<file path="src/rtl/ele_run_ctrl.sv">
// Elevator run controller for a 4-storey car.
// Consumes the pending-request vector and up/down demand from the request
// processor. Moves the car one floor per FLOOR_TICKS clocks, dwells the door
// for DOOR_TICKS clocks, and reports position, run mode, door and arrival.
// Optional feature: define EMERG_STOP_EN to add the estop input (freeze).
// Ports:
//   clk, rst_n            32 Hz clock, async active-low reset
//   allReq_reg[3:0]       pending requests, one-hot per floor (bit0 = floor 1)
//   up_need, down_need    directional demand from the request processor
//   open_btn, close_btn   in-car door buttons (level)
//   estop                 emergency stop, level (EMERG_STOP_EN only)
//   position[3:0]         car floor, one-hot
//   floor_num[1:0]        car floor, binary
//   ud_mode[1:0]          00 stop, 01 up, 10 down
//   door_open             door open
//   arrive                one-cycle pulse on entering a new floor
module ele_run_ctrl #(
    parameter int unsigned FLOOR_TICKS = 64,
    parameter int unsigned DOOR_TICKS  = 96,
    parameter int unsigned CNT_W       = 8
) (
    input  logic       clk,
    input  logic       rst_n,
    input  logic [3:0] allReq_reg,
    input  logic       up_need,
    input  logic       down_need,
    input  logic       open_btn,
    input  logic       close_btn,
`ifdef EMERG_STOP_EN
    input  logic       estop,
`endif
    output logic [3:0] position,
    output logic [1:0] floor_num,
    output logic [1:0] ud_mode,
    output logic       door_open,
    output logic       arrive
);

    localparam logic [1:0] UD_STOP = 2'b00;
    localparam logic [1:0] UD_UP   = 2'b01;
    localparam logic [1:0] UD_DOWN = 2'b10;
    localparam logic [CNT_W-1:0] FLOOR_LAST = CNT_W'(FLOOR_TICKS - 1);
    localparam logic [CNT_W-1:0] DOOR_LAST  = CNT_W'(DOOR_TICKS - 1);

    typedef enum logic [2:0] {
        S_IDLE, S_MOVE_UP, S_MOVE_DOWN, S_ARRIVE, S_DOOR_OPEN, S_DECIDE
    } state_t;

    state_t           state_q, state_d;
    logic [CNT_W-1:0] cnt_q, cnt_d;
    logic [1:0]       mode_q, mode_d;   // working direction, survives estop
    logic [1:0]       floor_d;
    logic             door_d, arrive_d;
    logic             halt;

`ifdef EMERG_STOP_EN
    assign halt = estop;
`else
    assign halt = 1'b0;
`endif

    // Request geometry relative to the car
    logic [3:0] above_mask, below_mask;
    logic       here, above, below, dir_up, fwd, rev;
    logic       floor_end, door_end;

    assign above_mask = 4'(4'b1110 << floor_num);
    assign below_mask = ~(4'(4'b1111 << floor_num));
    assign here       = |(allReq_reg & position);
    assign above      = |(allReq_reg & above_mask);
    assign below      = |(allReq_reg & below_mask);
    assign dir_up     = (mode_q == UD_UP);
    assign fwd        = dir_up ? above : below;
    assign rev        = dir_up ? below : above;
    assign floor_end  = (cnt_q == FLOOR_LAST);
    assign door_end   = (cnt_q == DOOR_LAST);

    // State and output registers
    always_ff @(posedge clk or negedge rst_n) begin
        if (!rst_n) begin
            state_q   <= S_IDLE;
            cnt_q     <= '0;
            mode_q    <= UD_STOP;
            floor_num <= 2'd0;
            position  <= 4'b0001;
            ud_mode   <= UD_STOP;
            door_open <= 1'b0;
            arrive    <= 1'b0;
        end else begin
            state_q   <= state_d;
            cnt_q     <= cnt_d;
            mode_q    <= mode_d;
            floor_num <= floor_d;
            position  <= 4'(4'b0001 << floor_d);
            ud_mode   <= halt ? UD_STOP : mode_d;
            door_open <= door_d;
            arrive    <= arrive_d;
        end
    end

    // Next-state logic
    always_comb begin
        state_d = state_q;
        if (!halt) begin
            unique case (state_q)
                S_IDLE: begin
                    if (here)                    state_d = S_DOOR_OPEN;
                    else if (up_need && above)   state_d = S_MOVE_UP;
                    else if (down_need && below) state_d = S_MOVE_DOWN;
                end
                S_MOVE_UP: begin
                    if (floor_num == 2'd3) state_d = S_IDLE;
                    else if (floor_end)    state_d = S_ARRIVE;
                end
                S_MOVE_DOWN: begin
                    if (floor_num == 2'd0) state_d = S_IDLE;
                    else if (floor_end)    state_d = S_ARRIVE;
                end
                S_ARRIVE: begin
                    if (here)     state_d = S_DOOR_OPEN;
                    else if (fwd) state_d = dir_up ? S_MOVE_UP : S_MOVE_DOWN;
                    else          state_d = S_DECIDE;
                end
                S_DOOR_OPEN: begin
                    if (!open_btn && (close_btn || door_end)) state_d = S_DECIDE;
                end
                S_DECIDE: begin
                    if (fwd)       state_d = dir_up ? S_MOVE_UP : S_MOVE_DOWN;
                    else if (rev)  state_d = dir_up ? S_MOVE_DOWN : S_MOVE_UP;
                    else if (here) state_d = S_DOOR_OPEN;
                    else           state_d = S_IDLE;
                end
                default: state_d = S_IDLE;
            endcase
        end
    end

    // Next values of counter, direction and registered outputs
    always_comb begin
        cnt_d    = cnt_q;
        mode_d   = mode_q;
        floor_d  = floor_num;
        door_d   = door_open;
        arrive_d = 1'b0;
        if (!halt) begin
            unique case (state_q)
                S_IDLE: begin
                    cnt_d  = '0;
                    door_d = 1'b0;
                    if (here) begin
                        // Non-stop mode lets the request processor clear this floor
                        mode_d = (floor_num == 2'd3) ? UD_DOWN : UD_UP;
                        door_d = 1'b1;
                    end else if (up_need && above)   mode_d = UD_UP;
                    else if (down_need && below)     mode_d = UD_DOWN;
                    else                             mode_d = UD_STOP;
                end
                S_MOVE_UP, S_MOVE_DOWN: begin
                    if ((state_q == S_MOVE_UP   && floor_num == 2'd3) ||
                        (state_q == S_MOVE_DOWN && floor_num == 2'd0)) begin
                        mode_d = UD_STOP;
                        cnt_d  = '0;
                    end else if (floor_end) begin
                        cnt_d    = '0;
                        floor_d  = (state_q == S_MOVE_UP) ? floor_num + 2'd1
                                                          : floor_num - 2'd1;
                        arrive_d = 1'b1;
                    end else begin
                        cnt_d = cnt_q + CNT_W'(1);
                    end
                end
                S_ARRIVE: begin
                    cnt_d = '0;
                    if (here) door_d = 1'b1;
                    // Pass-through: the ARRIVE cycle counts as the first travel tick
                    else if (fwd) cnt_d = CNT_W'(1);
                end
                S_DOOR_OPEN: begin
                    if (open_btn) begin
                        cnt_d = '0;
                    end else if (close_btn || door_end) begin
                        cnt_d  = '0;
                        door_d = 1'b0;
                    end else begin
                        cnt_d = cnt_q + CNT_W'(1);
                    end
                end
                S_DECIDE: begin
                    cnt_d = '0;
                    if (fwd)       mode_d = mode_q;
                    else if (rev)  mode_d = dir_up ? UD_DOWN : UD_UP;
                    else if (here) door_d = 1'b1;
                    else           mode_d = UD_STOP;
                end
                default: begin
                    cnt_d  = '0;
                    mode_d = UD_STOP;
                    door_d = 1'b0;
                end
            endcase
        end
    end

endmodule

</file>
<file path="config.mk">
export PLATFORM = sky130hd
export DESIGN_NAME = ele_run_ctrl
export DESIGN_NICKNAME = d
export VERILOG_FILES = /design/src/rtl/ele_run_ctrl.sv
export SDC_FILE = /design/constraint.sdc
export NUM_CORES = 1
export LEC_CHECK = 0
export ABC_AREA = 1
export CAP_MARGIN = 0
export CORE_MARGIN = 3
export CORE_UTILIZATION = 56
export CTS_BUF_LIST = sky130_fd_sc_hd__clkbuf_8
export DETAILED_ROUTE_END_ITERATION = 7
export MAX_ROUTING_LAYER = met4
export PLACE_DENSITY = 0.92
export SETUP_SLACK_MARGIN = 0.02
export SLEW_MARGIN = 20
export SYNTH_ARGS = -nofsm -noshare
export SYNTH_HDL_FRONTEND = slang
export SYNTH_SLANG_ARGS = --single-unit
</file>
<file path="constraint.sdc">
create_clock -name clk -period 1.6 [get_ports clk]
set_input_delay 0.32 -clock clk [delete_from_list [all_inputs] [get_ports clk]]
set_output_delay 0.32 -clock clk [all_outputs]
set_load 0.05 [all_outputs]
</file>
After elaboration in Yosys (flattened, before gate mapping)
Cells that the tools add are included.
{"block": "totals", "ff_bits": 21, "input_bits": 10, "output_inout_bits": 10}
{"block": "classes", "n_addsub": 3, "eq_ne": 17, "shift": 3, "n_mux": 48, "bitwise": 6, "reduce_logical": 18}
{"cell": "3-bit 2-to-1 mux", "count": 12}
{"cell": "8-bit 2-to-1 mux", "count": 4}
{"cell": "2-bit 2-to-1 mux", "count": 15}
{"cell": "8-bit case mux with 3 select lines", "count": 1}
{"cell": "3-bit case mux with 6 select lines", "count": 1}
{"cell": "1-bit 2-to-1 mux", "count": 13}
{"cell": "4-bit AND", "count": 3}
{"cell": "2-bit inequality test, second input constant", "count": 6}
{"cell": "4-bit OR reduction", "count": 3}
{"cell": "8-bit by 1-bit adder with 8-bit output, second input constant", "count": 1}
{"cell": "8-bit by 6-bit equality test with 1-bit output, second input constant", "count": 1}
{"cell": "8-bit by 7-bit equality test with 1-bit output, second input constant", "count": 1}
{"cell": "2-bit case mux with 4 select lines", "count": 1}
{"cell": "4-bit by 2-bit left shift with 4-bit output, first input constant", "count": 2}
{"cell": "3-bit by 2-bit equality test with 1-bit output, second input constant", "count": 2}
{"cell": "3-bit equality test, second input constant", "count": 2}
{"cell": "1-bit logical AND", "count": 5}
{"cell": "1-bit case mux with 5 select lines", "count": 1}
{"cell": "5-bit AND reduction", "count": 1}
{"cell": "4-bit inequality test, second input constant", "count": 1}
{"cell": "4-bit inverter", "count": 1}
{"cell": "4-bit AND reduction", "count": 1}
{"cell": "2-bit OR reduction", "count": 2}
{"cell": "1-bit by 2-bit left shift with 4-bit output, first input constant", "count": 1}
{"cell": "12 further kinds", "count": 14}

Depth between registers and ports, before layout
{"block": "logic_depth", "ltp_word": 9, "mapped_depth": 11, "depth_no_buf": 11}

Worst setup path before layout
No wires, ideal clock.
{"block": "synth_path", "path_kind": "flip-flop to flip-flop", "from": "register floor_num[1]", "to": "register door_open", "setup_ns": 0.119, "arrival_ns": 1.472, "required_ns": 1.481, "slack_ns": 0.009, "stages_incl_launch_ff": 10, "n_path_buf": 0, "path_cell_list": "dfrtp_1 > inv_1 > nand2_1 > nand3_2 > nand3_1 > nand2_1 > nor2_2 > nand2_1 > nand2_1 > nand2_1"}
{"block": "synth_via", "elab_chain_len": 7, "word_cells_on_any_way": 12}
{"item": "from (decl)", "line_no": "33", "source": "output logic [1:0] floor_num,"}
{"item": "from (signal assigned)", "line_no": "93", "source": "floor_num <= floor_d;"}
{"item": "4-bit by 2-bit left shift with 4-bit output", "line_no": "68", "source": "assign below_mask = ~(4'(4'b1111 << floor_num));"}
{"item": "4-bit inverter", "line_no": "68"}
{"item": "4-bit AND", "line_no": "71", "source": "assign below = |(allReq_reg & below_mask);"}
{"item": "4-bit OR reduction", "line_no": "71"}
{"item": "1-bit 2-to-1 mux (on tied branches)", "line_no": "74, 73"}
{"item": "2-bit inequality test (no source line)"}
{"item": "5-bit AND reduction (no source line) (*)"}
{"item": "to (signal assigned)", "line_no": "96", "source": "door_open <= door_d;"}
{"item": "to (decl)", "line_no": "35", "source": "output logic door_open,"}
Mark *: on every way between the ends. The rest lies on a longest branch, timed or not.
A chain may end at the register's enable or synchronous reset.

Worst setup path in the final report
{"block": "layout_path", "from": "register cnt_q[0]", "to": "register cnt_q[3]"}
{"block": "layout_via", "elab_chain_len": 5, "word_cells_on_any_way": 9}
{"item": "from (decl)", "line_no": "50", "source": "logic [CNT_W-1:0] cnt_q, cnt_d;"}
{"item": "from (signal assigned)", "line_no": "91", "source": "cnt_q <= cnt_d;"}
{"item": "parallel branches: the longest is 4 deep, another holds 8-bit by 1-bit adder with 8-bit output"}
{"item": "8-bit case mux with 3 select lines (*)", "line_no": "146", "source": "unique case (state_q)"}
{"item": "via cnt_d[3]", "line_no": "50"}
Mark *: on every way through the listed nets, which the timed path passes.

==> metrics.md <==
| Metric | Value |
|---|---|
| CTS Sinks | `21` |
| Worst relative slew slack | `80.7%` |
| Synth warn | `0` |
| Crit path kind | `register to register` |
| Power Density | `1340 nW/um2` |
| DIE HEIGHT | `57.1 um` |
| Status | `completed` |
| Most common cell after layout, fill and taps aside | `nand2_1` |
| Tcrit/Tclk final | `94.8%` |
| Detailed Route WL | `3.90 mm` |
| CTS Buf Count | `3` |
| CTS Hold Bufs | `0` |
| Routability congestion estimate | `0.895` |
| Largest family of logic cells by synthesized area | `simple AND/OR/NAND/NOR gates` |
| Share of layout cells above drive strength 1 | `28.1%` |
| CTS tree | `yes` |
| Design Area, Final | `1910 um2` |
| Post-Synth XOR/XNOR Area | `1.20%` |
| Clock Skews | `0.00303 ns` |
| Asr flop ratio synth | `100%` |
| Antenna violations before repair | `0` |
| Adder-cell share of the synthesized area | `0.855%` |
| Worst-path cell chain | `ha_4, nand3_4, nor2_2, nand2_1, nand2_2, inv_1, nand2_1, nand2_2, inv_4, nor3_2` |
| Compound-Gate Fraction of Synth Area | `5.56%` |
| Final hold vios | `0` |
| Mapped Nets | `228` |
| Crit path max-delay family | `simple AND/OR/NAND/NOR gates` |
| Power share of the clock group | `14.1%` |
| WP data required | `1.75 ns` |
| Crit-path max cell delay | `0.42 ns` |
| Multiplexer area fraction after synthesis | `0%` |
| Mapped Avg Cell Area | `6.74 um2` |
| Max Cap Viol | `0` |
| DR WL/cell | `14.1 um` |
| Post-Route Setup TNS | `0 ns` |
| Antenna cells | `0` |
| CP bufs+invs | `2` |
| Total number of vias | `1575` |
| Seq pwr share | `30.2%` |
| Clk root buf | `clkbuf_8` |
| PortBufs | `19` |
| GRT Overall Usage | `23.2%` |
| FP Rows | `17` |
| Setup violators final | `0` |
| Synth Area in Simple Gates | `46.1%` |
| Die Width | `57.1 um` |
| Post-Syn Instances | `217` |
| CTS max path bufs | `2` |
| Combinational share of power | `55.7%` |
| Number of flops mapped to enable cells by yosys | `0` |
| Peak supply drop | `1.08 mV` |
| Post-DP Area | `1790 um2` |
| Cell Int Power | `1.32 mW` |
| Count of cell types in the netlist | `26` |
| Vias per cell | `5.69` |
| H-tree levels | `1` |
| Worst Setup Start Kind | `register` |
| Max Slew Vio Count | `0` |
| Largest net degree at the start of global routing | `22` |
| Sequential-to-total area share from yosys stat | `36.0%` |
| Worst Hold Class | `input pin to async pin` |
| Vias in the first global route | `1345` |
| Slowest CP cell | `dfrtp_1` |
| Leakage | `0.979 nW` |
| Hpwl dp | `2.59 mm` |
| Clock-pin slew on the worst setup and hold paths | `0.08 ns` |
| Crit-path max FO | `7` |
| DRT Pass-1 Iters | `5` |
| Fillers | `148` |
| Gr ovfl total | `0` |
| Skew-Pair Late Insertion Delay | `0.27 ns` |
| Post-synthesis instance area | `1460 um2` |
| Most frequent cells in the layout | `62 x nand2_1, 34 x inv_1, 20 x nand3_1, 19 x nor2_1, 18 x dfrtp_1` |
| Initial core utilization | `62.5%` |
| Critical Path End Type | `register` |
| Full die area | `3260 um2` |
| Synthesis-to-finish area growth | `30.8%` |
| F_max | `659 MHz` |
| Post-route ant nets | `0` |
| Worst-Margin Slew | `0.289 ns` |
| Remaining DRCs | `0` |
| Pwr Total | `2.56 mW` |
| Synthesized flop and latch total | `21` |
| Sw Ratio | `48.3%` |
| Net Switching | `1.24 mW` |
| Synth Flop Type | `dfrtp_1` |
| WP data arrival | `1.67 ns` |
| Fin crit period | `1.52 ns` |
| Placeable Area | `2340 um2` |
| Global-route wire length before repair | `5.76 mm` |
| I/O Pins | `20` |
| DRT iter0 DRCs | `124` |
| Fin nets | `261` |
-- cells by family (layout without fill, tap and decap cells) --
logic type | count (synthesis) | count (layout)
DFF | 21 | 21
and+or+nand+nor | 140 | 140
xor gates and xnor gates | 2 | 2
buffers and inverters | 40 | 72
AOI/OAI and AO/OA | 13 | 13
adders and majority gates | 1 | 1
-- synth_stat cells, types with 2 or more instances --
master	number	area [um2]
dfrtp_1	20	500
inv_1	34	128
inv_2	6	22.5
nand2_1	65	244
nand2_2	10	62.6
nand3_1	22	110
nand3_2	4	40.0
nand4_1	3	18.8
nor2_1	22	82.6
nor2_2	6	37.5
nor2_4	2	22.5
nor3_2	4	40.0
o211ai_1	2	15.0
o21ai_0	5	25.0
-- sequential cells by signal (all words and copies together) (netlist names) --
register   cells
cnt_q          8
floor_num      2
mode_q         2
door_open      1
position       4
state_q        3
arrive         1
-- stage by stage --
step,worst slack [ns],std cells,util [%],hold WS [ns]
floorplan,0.0295,217,-,0.0244
global placement,-0.0837,271,76.6,0.483
detailed placement,-0.107,271,76.6,0.491
CTS,0.0399,275,78.6,0.403
global route,-0.0426,277,81.8,0.413
finish,0.0834,277,81.8,0.393
-- path summary, 6_finish.rpt --
check                           slack, ns           to      start  depth (start not counted)
worst min register to register       0.58    mode_q[0]  mode_q[0]                          2
min in group clk                     0.58    mode_q[0]  mode_q[0]                          2
worst max register to register       0.08     cnt_q[3]   cnt_q[0]                         10
worst min-delay path                 0.39     cnt_q[7]      rst_n                          2
worst max-delay path                 0.08     cnt_q[3]   cnt_q[0]                         10
max in group asynchronous            0.93  position[0]      rst_n                          2
-- metal layers --
metal	track usage (%)	part of all wire (%)	vias to the layer above
met5	-	0	-
met4	12.6	3.7	0
met3	4.07	8.3	22
met2	34.4	46	108
met1	29.8	41	705
li1	-	-	740
-- cell type report --
type	count	area (um2)	area share (%)
inverters	40	153	7.98
flip-flops and latches	21	529	27.7
well taps	28	35.0	1.83
repair buffers	28	308	16.1
clock buffers	3	41.3	2.16
clock inverters	1	5.00	0.262
multi-input cells	156	842	44.0
-- power groups by stage --
stage | logic (mW) | clock network, mW | registers [mW]
2_1_floorplan | 0.769 | 0 | 0.902
3_3_place_gp | 1.32 | 0 | 0.757
3_5_place_dp | 1.34 | 0 | 0.762
4_1_cts | 1.36 | 0.360 | 0.752
5_1_grt | 1.57 | 0.392 | 0.788
6_report | 1.43 | 0.360 | 0.774
-- what timing repair did --
action / in CTS / in global routing
setup endpoints to repair: 0 / 17
resized for setup: 0 / 15
buffers inserted: 0 / 2
No activity file was read; power rests on OpenSTA's default activity.
